`src/rtl/food_placer.sv`:
```
// Food placement: draws random grid coordinates, folds them into range,
// asks the occupancy lookup, and commits the first free cell found.
module food_placer #(
    parameter int GRID_W    = 40,
    parameter int GRID_H    = 30,
    parameter int MAX_TRIES = 16
) (
    input  logic       clk,
    input  logic       rst_n,
    input  logic [5:0] rnd_x,
    input  logic [5:0] rnd_y,
    input  logic       place_req,
    input  logic       clear,
    input  logic       occupied_in,
    output logic [5:0] query_x,
    output logic [5:0] query_y,
    output logic       query_valid,
    output logic [5:0] food_x,
    output logic [5:0] food_y,
    output logic       food_valid,
    output logic       busy,
    output logic       place_done,
    output logic       place_fail
);

    localparam logic [5:0] GW   = 6'(GRID_W);
    localparam logic [5:0] GH   = 6'(GRID_H);
    localparam logic [7:0] LAST = 8'(MAX_TRIES - 1);

    typedef enum logic [1:0] {IDLE, SAMPLE, QUERY, WAIT} state_t;

    state_t     r_state, w_state_nx;
    logic [7:0] r_tries, w_tries_nx;
    logic [5:0] r_qx, w_qx_nx;
    logic [5:0] r_qy, w_qy_nx;
    logic [5:0] r_fx, w_fx_nx;
    logic [5:0] r_fy, w_fy_nx;
    logic       r_fvalid, w_fvalid_nx;
    logic       r_done, w_done_nx;
    logic       r_fail, w_fail_nx;
    logic       w_rej;

    logic [5:0] w_fold_x;
    logic [5:0] w_fold_y;
    logic       w_in_range;

    // single subtraction only: raw values far above the grid stay out of range
    assign w_fold_x   = (rnd_x >= GW) ? rnd_x - GW : rnd_x;
    assign w_fold_y   = (rnd_y >= GH) ? rnd_y - GH : rnd_y;
    assign w_in_range = (w_fold_x < GW) && (w_fold_y < GH);

    always_comb begin
        w_state_nx  = r_state;
        w_tries_nx  = r_tries;
        w_qx_nx     = r_qx;
        w_qy_nx     = r_qy;
        w_fx_nx     = r_fx;
        w_fy_nx     = r_fy;
        w_fvalid_nx = r_fvalid;
        w_done_nx   = 1'b0;
        w_fail_nx   = 1'b0;
        w_rej       = 1'b0;
        if (clear) begin
            w_state_nx  = IDLE;
            w_tries_nx  = 8'd0;
            w_fvalid_nx = 1'b0;
        end else begin
            unique case (r_state)
                IDLE: begin
                    if (place_req) begin
                        w_fvalid_nx = 1'b0;
                        w_tries_nx  = 8'd0;
                        w_state_nx  = SAMPLE;
                    end
                end
                SAMPLE: begin
                    if (w_in_range) begin
                        w_qx_nx    = w_fold_x;
                        w_qy_nx    = w_fold_y;
                        w_state_nx = QUERY;
                    end else begin
                        w_rej = 1'b1;
                    end
                end
                QUERY: w_state_nx = WAIT;
                WAIT: begin
                    if (!occupied_in) begin
                        w_fx_nx     = r_qx;
                        w_fy_nx     = r_qy;
                        w_fvalid_nx = 1'b1;
                        w_done_nx   = 1'b1;
                        w_state_nx  = IDLE;
                    end else begin
                        w_rej = 1'b1;
                    end
                end
            endcase
            if (w_rej) begin
                if (r_tries == LAST) begin
                    w_fail_nx  = 1'b1;
                    w_state_nx = IDLE;
                end else begin
                    w_tries_nx = r_tries + 8'd1;
                    w_state_nx = SAMPLE;
                end
            end
        end
    end

    always_ff @(posedge clk or negedge rst_n) begin
        if (!rst_n) begin
            r_state  <= IDLE;
            r_tries  <= 8'd0;
            r_qx     <= 6'd0;
            r_qy     <= 6'd0;
            r_fx     <= 6'd0;
            r_fy     <= 6'd0;
            r_fvalid <= 1'b0;
            r_done   <= 1'b0;
            r_fail   <= 1'b0;
        end else begin
            r_state  <= w_state_nx;
            r_tries  <= w_tries_nx;
            r_qx     <= w_qx_nx;
            r_qy     <= w_qy_nx;
            r_fx     <= w_fx_nx;
            r_fy     <= w_fy_nx;
            r_fvalid <= w_fvalid_nx;
            r_done   <= w_done_nx;
            r_fail   <= w_fail_nx;
        end
    end

    assign query_x     = r_qx;
    assign query_y     = r_qy;
    assign query_valid = (r_state == QUERY);
    assign food_x      = r_fx;
    assign food_y      = r_fy;
    assign food_valid  = r_fvalid;
    assign busy        = (r_state != IDLE);
    assign place_done  = r_done;
    assign place_fail  = r_fail;

endmodule

```
`config.mk`:
```
export PLATFORM = sky130hd
export DESIGN_NAME = food_placer
export DESIGN_NICKNAME = d
export VERILOG_FILES = /design/src/rtl/food_placer.sv
export SDC_FILE = /design/constraint.sdc
export NUM_CORES = 1
export LEC_CHECK = 0
export BUFFER_PORTS_ARGS = -buffer_cell sky130_fd_sc_hd__buf_2
export CAP_MARGIN = 20
export CORE_MARGIN = 2
export CORE_UTILIZATION = 53
export DETAILED_ROUTE_END_ITERATION = 10
export GPL_ROUTABILITY_DRIVEN = 1
export PLACE_DENSITY = 0.9
export SETUP_SLACK_MARGIN = 0.15
export SYNTH_ARGS = -nofsm -noshare
export SYNTH_HDL_FRONTEND = slang
export SYNTH_SLANG_ARGS = --single-unit
export TNS_END_PERCENT = 100
```
`constraint.sdc`:
```
create_clock -name clk -period 3.1 [get_ports clk]
set_input_delay 0 -clock clk [delete_from_list [all_inputs] [get_ports clk]]
set_output_delay 0 -clock clk [all_outputs]
set_load 0.05 [all_outputs]
```
==> results.txt, run 1 <==
status - finished clean
CP max FO - 15
Setup TNS - 0 ns
max incr delay on CP - 0.75 ns
fraction of layout cells with a size suffix above 1 - 33.9%
count leader, synth - dfrtp_1
Slowest cell on crit path - a311oi_4
Routed WL - 4170 µm
WHS - 0.0518 ns
Slew HR - 44.7%
leading area contributor after synthesis - dfrtp_1
Slew Limit Fails - 0
Buffers on Ports - 45
RSZ-0062 raised after global routing - no
area post-placement - 2210 µm²
fin cells - 281
ant diodes - 0
syn nets - 207
kind of critical path - flip-flop to flip-flop
synth cell count leaders - dfrtp_1, mux2_2, o21ai_0
vias post-DR - 1575
HP Class - input pin to flip-flop
dpl cells - 268
total track usage - 21.6%
Chip Height - 64.8 µm
Die X - 64.8 µm
Post-CTS Setup Bufs - 0
# clock sinks - 37
crit path cell chain - inv_1 > ha_1 > nand2b_1 > a311oi_4 > mux2_2
via/cell ratio - 5.60
Root Buffer - clkbuf_8
Area Growth Syn to Fin - 20.2%
Worst-Skew Late Latency - 0.29 ns
RePlAce Congestion - 0.816
crit end category - flip-flop
DR pass1 iterations - 4
worst r2r src - r_state[1]
Post-Syn Instances - 182
Final Hold Vio Count - 0
final instance area - 2350 µm²
H-tree depth - 2
Critical Path Source Type - flip-flop
Starting Density - 54.3%
asr flop ratio synth - 100%
post_cts resized - 0
Yosys top cell area share - 47.3%
Post-DRT Antenna Nets - 0
first-pass GRT wire length - 6870 µm
die area - 4200 µm²
nets - 257
post-detail-place hpwl - 2880 µm
wire per inst - 14.8 µm
clk slew on worst S/H paths - 0.07 ns
Avg Cell Area, Syn - 10.8 µm²
Netlist cell types - 42
Cell Area, Synth - 1960 µm²
Post-synth EDFFs - 0
Worst Skew - 0.00519 ns
DRC viols - 0
max_cap viols - 0
Initial DRC Count - 136
area of the core - 3610 µm²
Max Freq - 468 MHz
Req. time, crit path - 3.28 ns
Tightest Pin Transition - 0.830 ns
HP Start - rnd_x[5]
TritonCTS Buffers - 5
num rows - 22
FF+latch count, synth - 37
Main synth FF type - dfrtp_1
filler instances - 275
CTS max path bufs - 2
largest net degree at the start of global routing - 38
initial antenna violation count - 0
Top Ports - 46
critical path arrival - 2.32 ns
period utilization - 68.9%
Tmin final - 2.14 ns
# setup viols final - 0
CP Launch Point - r_state[1]
Leak - 1.15 nW
sequential fraction of the synthesis area - 47.3%
Post-CTS Hold Buffers - 5
pwr dens - 906 nW/µm²
Synth warnings - 0
global route overflow - 0
synth top area cells - dfrtp_1, mux2_2, ha_1
vias in the first global route - 1493
Worst VDD drop - 0.576 mV
CTS tree - built
-- layout by cell type (no fill, tap or decap), types with 2 or more instances in the layout --
master         netlist  final
nor2_1              10     10
nand2b_1             7      7
nor4_1               2      2
clkbuf_8             0      6
a31oi_1              2      2
nor3_1               4      4
nand2_1              8      8
o211ai_1             3      3
mux2i_1              3      3
mux2_2              18     18
nand3_1              9      9
and3_1               4      4
dlygate4sd3_1        0      5
nor3b_1              4      3
o21ai_0             12     12
inv_1                9      9
buf_2                3     45
dfrtp_1             37     37
a21oi_1             10     10
ha_1                 8      8
and2_1               4      4
-- per-layer routing --
| metal | GRT usage (%) | vias up | wire length [µm] |
|---|---|---|---|
| li1 | - | 750 | - |
| met1 | 27.0 | 780 | 1730 |
| met2 | 36.0 | 39 | 2230 |
| met3 | 5.38 | 6 | 135 |
| met4 | 8.78 | 0 | 71 |
| met5 | 0 | - | 0 |
-- critical path: cells and delay by family, from the launching register on --
family	cells	cell delay (ns)
buf+inv	1	0.12
fa+ha+maj	1	0.24
mux	1	0.41
simple gates	1	0.11
flops	1	0.40
compound gates	1	0.75
-- cell type report --
| type | count | area, µm² | area share [%] |
|---|---|---|---|
| clock buffers | 6 | 82.6 | 3.51 |
| clock inverters | 2 | 13.8 | 0.584 |
| inverters | 9 | 33.8 | 1.43 |
| multi-input cells | 128 | 956 | 40.6 |
| flip-flops and latches | 37 | 926 | 39.3 |
| well taps | 48 | 60.1 | 2.55 |
| repair buffers | 51 | 283 | 12.0 |
-- power breakdown --
part	total (mW)	internal, mW	switching (mW)
combinational	1.06	0.284	0.777
sequential	0.718	0.628	0.0901
clock	0.354	0.180	0.174
total	2.13	1.09	1.04
-- per-stage QoR --
stage,setup WS [ns],power [mW],utilization [%]
floorplan,1.31,1.54,-
global placement,1.07,1.75,61.2
detailed placement,1.00,1.78,61.2
CTS,0.970,2.15,65.3
global route,0.858,2.24,65.3
finish,0.965,2.13,65.3
-- flip-flops by register name, indices dropped and copies added, names as in the netlist --
register    flops
r_state         2
query_y         6
query_x         6
r_tries         8
food_x          6
place_done      1
food_y          6
place_fail      1
food_valid      1
-- final timing paths --
check | end | slack (ns) | depth (start not counted)
worst max-delay path | query_x[4] | 0.96 | 5
worst min-delay path | query_x[5] | 0.05 | 3
worst max register to register | query_x[4] | 0.96 | 5
worst min register to register | food_y[1] | 0.51 | 1
max in group asynchronous | food_y[2] | 2.26 | 2
min in group asynchronous | food_y[4] | 0.33 | 2
-- kinds of logic after synthesis --
kind of cell / count (synthesis) / synth area share (%)
muxes: 22 / 12.5
buffers and inverters: 17 / 4.21
adders and majority gates: 8 / 5.11
DFF: 37 / 47.3
xor gates and xnor gates: 2 / 1.28
AOI/OAI and AO/OA: 38 / 13.7
and+or+nand+nor: 58 / 16.0
Power figures use the tool's default switching activity.
==> inputs of run 2 (changes only) <==
Clock period 3.1 ns to 2 ns, I/O delays scaled along.
==> run 2 against run 1 <==
  * Clock skew rose by 0.00063 ns
  * Sequential power rose by 57%
  * Final cell count rose by 2.8%
  * Global-route usage rose by 2.5 points
  * Hold slack got worse by 0.016 ns
  * First-iteration DRC count fell by 15%
  * Sequential share of layout area fell by 2.1 points
  * Critical path depth rose by 4
  * Routed wire length rose by 20%
  * Non-clock buffer count rose by 8
  * Clock power rose by 92%
  * Critical path type is now input pin to flip-flop
  * Largest power group unchanged
==> results.txt, run 2 (synthesis gave the netlist of run 1 again) <==
logic gate share of total power - 49.1%
Reg with most FFs - r_tries
P_int - 1.88 mW
# clock sinks - 37
Final WS setup - 0.178 ns
pwr dens - 1430 nW/µm²
Req. time, crit path - 2.18 ns
critical path arrival - 2.00 ns
power share of the clock group - 19.0%
clk slew on worst S/H paths - 0.07 ns
ant diodes - 0
crit end category - flip-flop
total track usage - 24.1%
Slew Limit Fails - 0
commonest cells after routing, fill and taps aside - buf_2, dfrtp_1, mux2_2
Starting Density - 54.3%
vias post-DR - 1681
Top Ports - 46
DR pass1 iterations - 4
Chip Height - 64.8 µm
post-detail-place hpwl - 3070 µm
num rows - 22
Die X - 64.8 µm
max reg flops - 8
Worst-Skew Late Latency - 0.30 ns
Worst Skew - 0.00581 ns
kind of critical path - input pin to flip-flop
RePlAce Congestion - 0.811
RSZ-0062 raised after global routing - no
Max Freq - 549 MHz
via/cell ratio - 5.82
CTS tree - built
Root Buffer - clkbuf_8
Seq pwr share - 31.8%
Psw - 1.68 mW
area of the core - 3610 µm²
Initial DRC Count - 116
Slew HR - 46.5%
nets - 265
period utilization - 91.1%
wire per inst - 17.2 µm
global route overflow - 0
final instance area - 2490 µm²
CTS max path bufs - 2
Final Hold Vio Count - 0
max_cap viols - 0
largest net degree at the start of global routing - 38
H-tree depth - 2
first-pass GRT wire length - 7620 µm
Tightest Pin Transition - 0.803 ns
Area Growth Syn to Fin - 27.1%
TritonCTS Buffers - 5
CP max FO - 4
initial antenna violation count - 0
worst slack at placement - 0.0476 ns
Setup TNS - 0 ns
vias in the first global route - 1654
die area - 4200 µm²
Buffers on Ports - 45
commonest non-fill, non-tap cell in the layout - buf_2
fraction of layout cells with a size suffix above 1 - 38.2%
# setup viols final - 0
Switching Share - 47.2%
Worst VDD drop - 0.697 mV
area post-placement - 2240 µm²
Routed WL - 4980 µm
status - finished clean
Tmin final - 1.82 ns
Critical Path Source Type - input pin
Post-DRT Antenna Nets - 0
final core occ - 69.0%
Leak - 1.20 nW
DRC viols - 0
HP Class - input pin to flip-flop
run 2: final cells by class:
| cell class | instances | area [µm²] |
|---|---|---|
| Inverter | 9 | 33.8 |
| Timing Repair Buffer | 59 | 347 |
| Clock buffer | 6 | 82.6 |
| Sequential cell | 37 | 927 |
| Tap cell | 48 | 60.1 |
| Clock inverter | 2 | 37.5 |
| Multi-Input combinational cell | 128 | 1000 |
| Fill cell | 248 | 1120 |
run 2: routing by layer:
metal	routed length (µm)	GRT usage, %	vias up
met2	2510	42.0	82
li1	-	-	772
met1	1950	26.8	805
met4	237	14.9	0
met5	0	0	-
met3	289	4.86	22
run 2: what timing repair did:
item                       in CTS  in global routing
hold buffers                    5                  0
setup buffers                   3                  1
hold endpoints to repair       41                  0
resized for setup               0                 11
setup endpoints to repair      13                  9
pin swaps                       2                  3
run 2: power by group through the flow:
stage / Sequential (mW) / Clock (mW) / Combinational, mW
after floorplan: 1.83 / 0 / 0.548
after global placement: 1.12 / 0 / 1.61
after detailed placement: 1.14 / 0 / 1.65
after CTS: 1.13 / 0.687 / 1.69
after global routing: 1.16 / 0.718 / 1.83
final: 1.13 / 0.679 / 1.75
run 2: worst max-delay path, cell delays in order:
cell     delay, ns
buf_2         0.12
inv_1         0.08
ha_1          0.32
and2_1        0.21
o32ai_4       0.42
a221o_1       0.33
buf_6         0.14
nand2_1       0.09
a32o_1        0.29
run 2: worst paths after layout:
check                             end       start  depth (start not counted)  slack, ns
min in group asynchronous  r_state[1]       rst_n                          2       0.33
setup reg to reg           r_tries[2]  r_state[1]                          7       0.20
setup / recovery           r_tries[2]    rnd_x[3]                          9       0.18
hold reg to reg             food_x[4]   food_x[4]                          1       0.51
hold / removal             query_x[5]    rnd_x[5]                          3       0.04
max in group asynchronous  r_state[0]       rst_n                          2       1.12
run 2: per-stage QoR:
| stage | total power [mW] | instances | hold WS, ns |
|---|---|---|---|
| 3_3_place_gp | 2.73 | 272 | 0.140 |
| 2_1_floorplan | 2.38 | 182 | -0.296 |
| 3_5_place_dp | 2.79 | 272 | 0.139 |
| 4_1_cts | 3.50 | 288 | 0.0105 |
| 6_report | 3.56 | 289 | 0.0356 |
| 5_1_grt | 3.71 | 289 | 0.0207 |
==> inputs of run 3 (changes only) <==
Clock period 2 ns to 2.2 ns, I/O delays scaled along.
==> run 3 against run 2 <==
  * Clock power is 33% lower
  * Combinational power is 14% lower
  * Via count is 8.2% lower
  * Highest routed layer unchanged
  * Setup slack better by 0.041 ns
  * Utilization is 3.7 points lower
==> results.txt, run 3 (synthesis gave the netlist of run 1 again) <==
first-pass GRT wire length - 6440 µm
Max Freq - 505 MHz
Post-DRT Antenna Nets - 0
Starting Density - 54.3%
num rows - 22
Seq pwr share - 34.0%
final core occ - 65.3%
Tmin final - 1.98 ns
TritonCTS Buffers - 5
Reg with most FFs - r_tries
commonest cells after routing, fill and taps aside - buf_2, dfrtp_1, mux2_2
Worst VDD drop - 0.814 mV
max_cap viols - 0
Worst-Skew Late Latency - 0.29 ns
filler instances - 279
Slew HR - 46.6%
power share of the clock group - 15.4%
crit end category - flip-flop
CP Capture Point - r_tries[3]
DRC viols - 0
Leak - 1.15 nW
H-tree depth - 2
worst r2r src - r_state[1]
Critical Path Source Type - flip-flop
period utilization - 90.0%
status - finished clean
global route overflow - 0
Slew Limit Fails - 0
total track usage - 20.1%
Psw - 1.47 mW
Hold Crit Depth - 3
nets - 258
initial antenna violation count - 0
Setup TNS - 0 ns
Chip Height - 64.8 µm
Buffers on Ports - 45
clk slew on worst S/H paths - 0.07 ns
dpl cells - 269
area of the multi-input gates - 956 µm²
Top Ports - 46
Critical R2R Capture - r_tries[3]
DR pass1 iterations - 4
P_int - 1.51 mW
Die X - 64.8 µm
post-detail-place hpwl - 2830 µm
CP Launch Point - r_state[1]
Switching Share - 49.3%
HP Class - input pin to flip-flop
wire per inst - 14.6 µm
kind of critical path - flip-flop to flip-flop
RePlAce Congestion - 0.842
critical path arrival - 2.21 ns
vias in the first global route - 1404
vias post-DR - 1543
Initial DRC Count - 73
fraction of layout cells with a size suffix above 1 - 34.2%
RSZ-0062 raised after global routing - no
area of the core - 3610 µm²
ant diodes - 0
Final Hold Vio Count - 0
Area Growth Syn to Fin - 20.2%
max reg flops - 8
pwr dens - 1260 nW/µm²
via/cell ratio - 5.47
fin cells - 282
# setup viols final - 0
Root Buffer - clkbuf_8
CTS max path bufs - 2
R2R cell count - 6
Post-CTS Setup Bufs - 0
FF+latch area - 926 µm²
CTS tree - built
die area - 4200 µm²
Worst Skew - 0.00570 ns
Routed WL - 4120 µm
r2r setup slk - 0.22 ns
commonest non-fill, non-tap cell in the layout - buf_2
logic gate share of total power - 50.6%
largest net degree at the start of global routing - 38
# clock sinks - 37
Req. time, crit path - 2.43 ns
CP max FO - 12
Tightest Pin Transition - 0.801 ns
==> run 3: cell types whose count changed in the layout (fill, tap and decap cells not counted), sizes merged <==
cell,delta
bufinv,-1
buf,-7
clkinv,+2
clkbuf,-1
==> run 3: metal layers <==
metal	track usage, %	part of all wire (%)	up-vias	wire length, µm
met3	5.03	3.6	5	149
met1	25.5	43	746	1780
met2	33.5	52	34	2130
li1	-	-	758	-
met4	7.18	1.4	0	59
met5	0	0	-	0
==> run 3: metrics by stage <==
stage | hold WS, ns | setup slack [ns] | area (µm²) | total power [mW]
6_report | 0.0911 | 0.219 | 2360 | 2.98
5_1_grt | 0.0941 | 0.156 | 2360 | 3.14
4_1_cts | 0.0414 | 0.223 | 2350 | 2.99
3_5_place_dp | 0.140 | 0.152 | 2220 | 2.52
3_3_place_gp | 0.135 | 0.237 | 2220 | 2.47
2_1_floorplan | -0.296 | 0.412 | 1960 | 2.17
==> run 3: power groups by stage <==
| stage | combinational, mW | clock [mW] | sequential (mW) |
|---|---|---|---|
| after global routing | 1.59 | 0.507 | 1.04 |
| after floorplan | 0.498 | 0 | 1.67 |
| after CTS | 1.50 | 0.473 | 1.01 |
| final | 1.51 | 0.457 | 1.01 |
| after detailed placement | 1.49 | 0 | 1.02 |
| after global placement | 1.46 | 0 | 1.01 |
==> run 3: worst max-delay path, stage by stage, from the launching register on <==
cell and delay, ns:
dfrtp_1 0.37, inv_1 0.10, ha_1 0.24, and3_1 0.22, a221o_1 0.48, or3_1 0.42, nand3_1 0.09
==> run 3: final cells by class <==
cell class              count  area share (%)
well taps                  48            2.55
inverters                   9            1.43
multi-input cells         128            40.6
repair buffers             52            12.5
clock inverters             3           0.743
flip-flops and latches     37            39.3
clock buffers               5            2.92
==> run 3: how the worst min path moves through the flow <==
stage	to	slack, ns	start
after floorplan	food_valid	-0.30	rst_n
after global placement	food_valid	0.14	rst_n
after detailed placement	food_valid	0.14	rst_n
after CTS	query_x[5]	0.04	rnd_x[5]
after global routing	query_y[2]	0.09	rnd_y[2]
final	query_y[2]	0.09	rnd_y[2]
==> run 3: timing repair <==
action | in CTS | in global routing
endpoints found under the hold margin | 41 | 0
endpoints found under the setup margin | 0 | 5
hold buffers | 5 | 0
gates resized for setup | 0 | 1
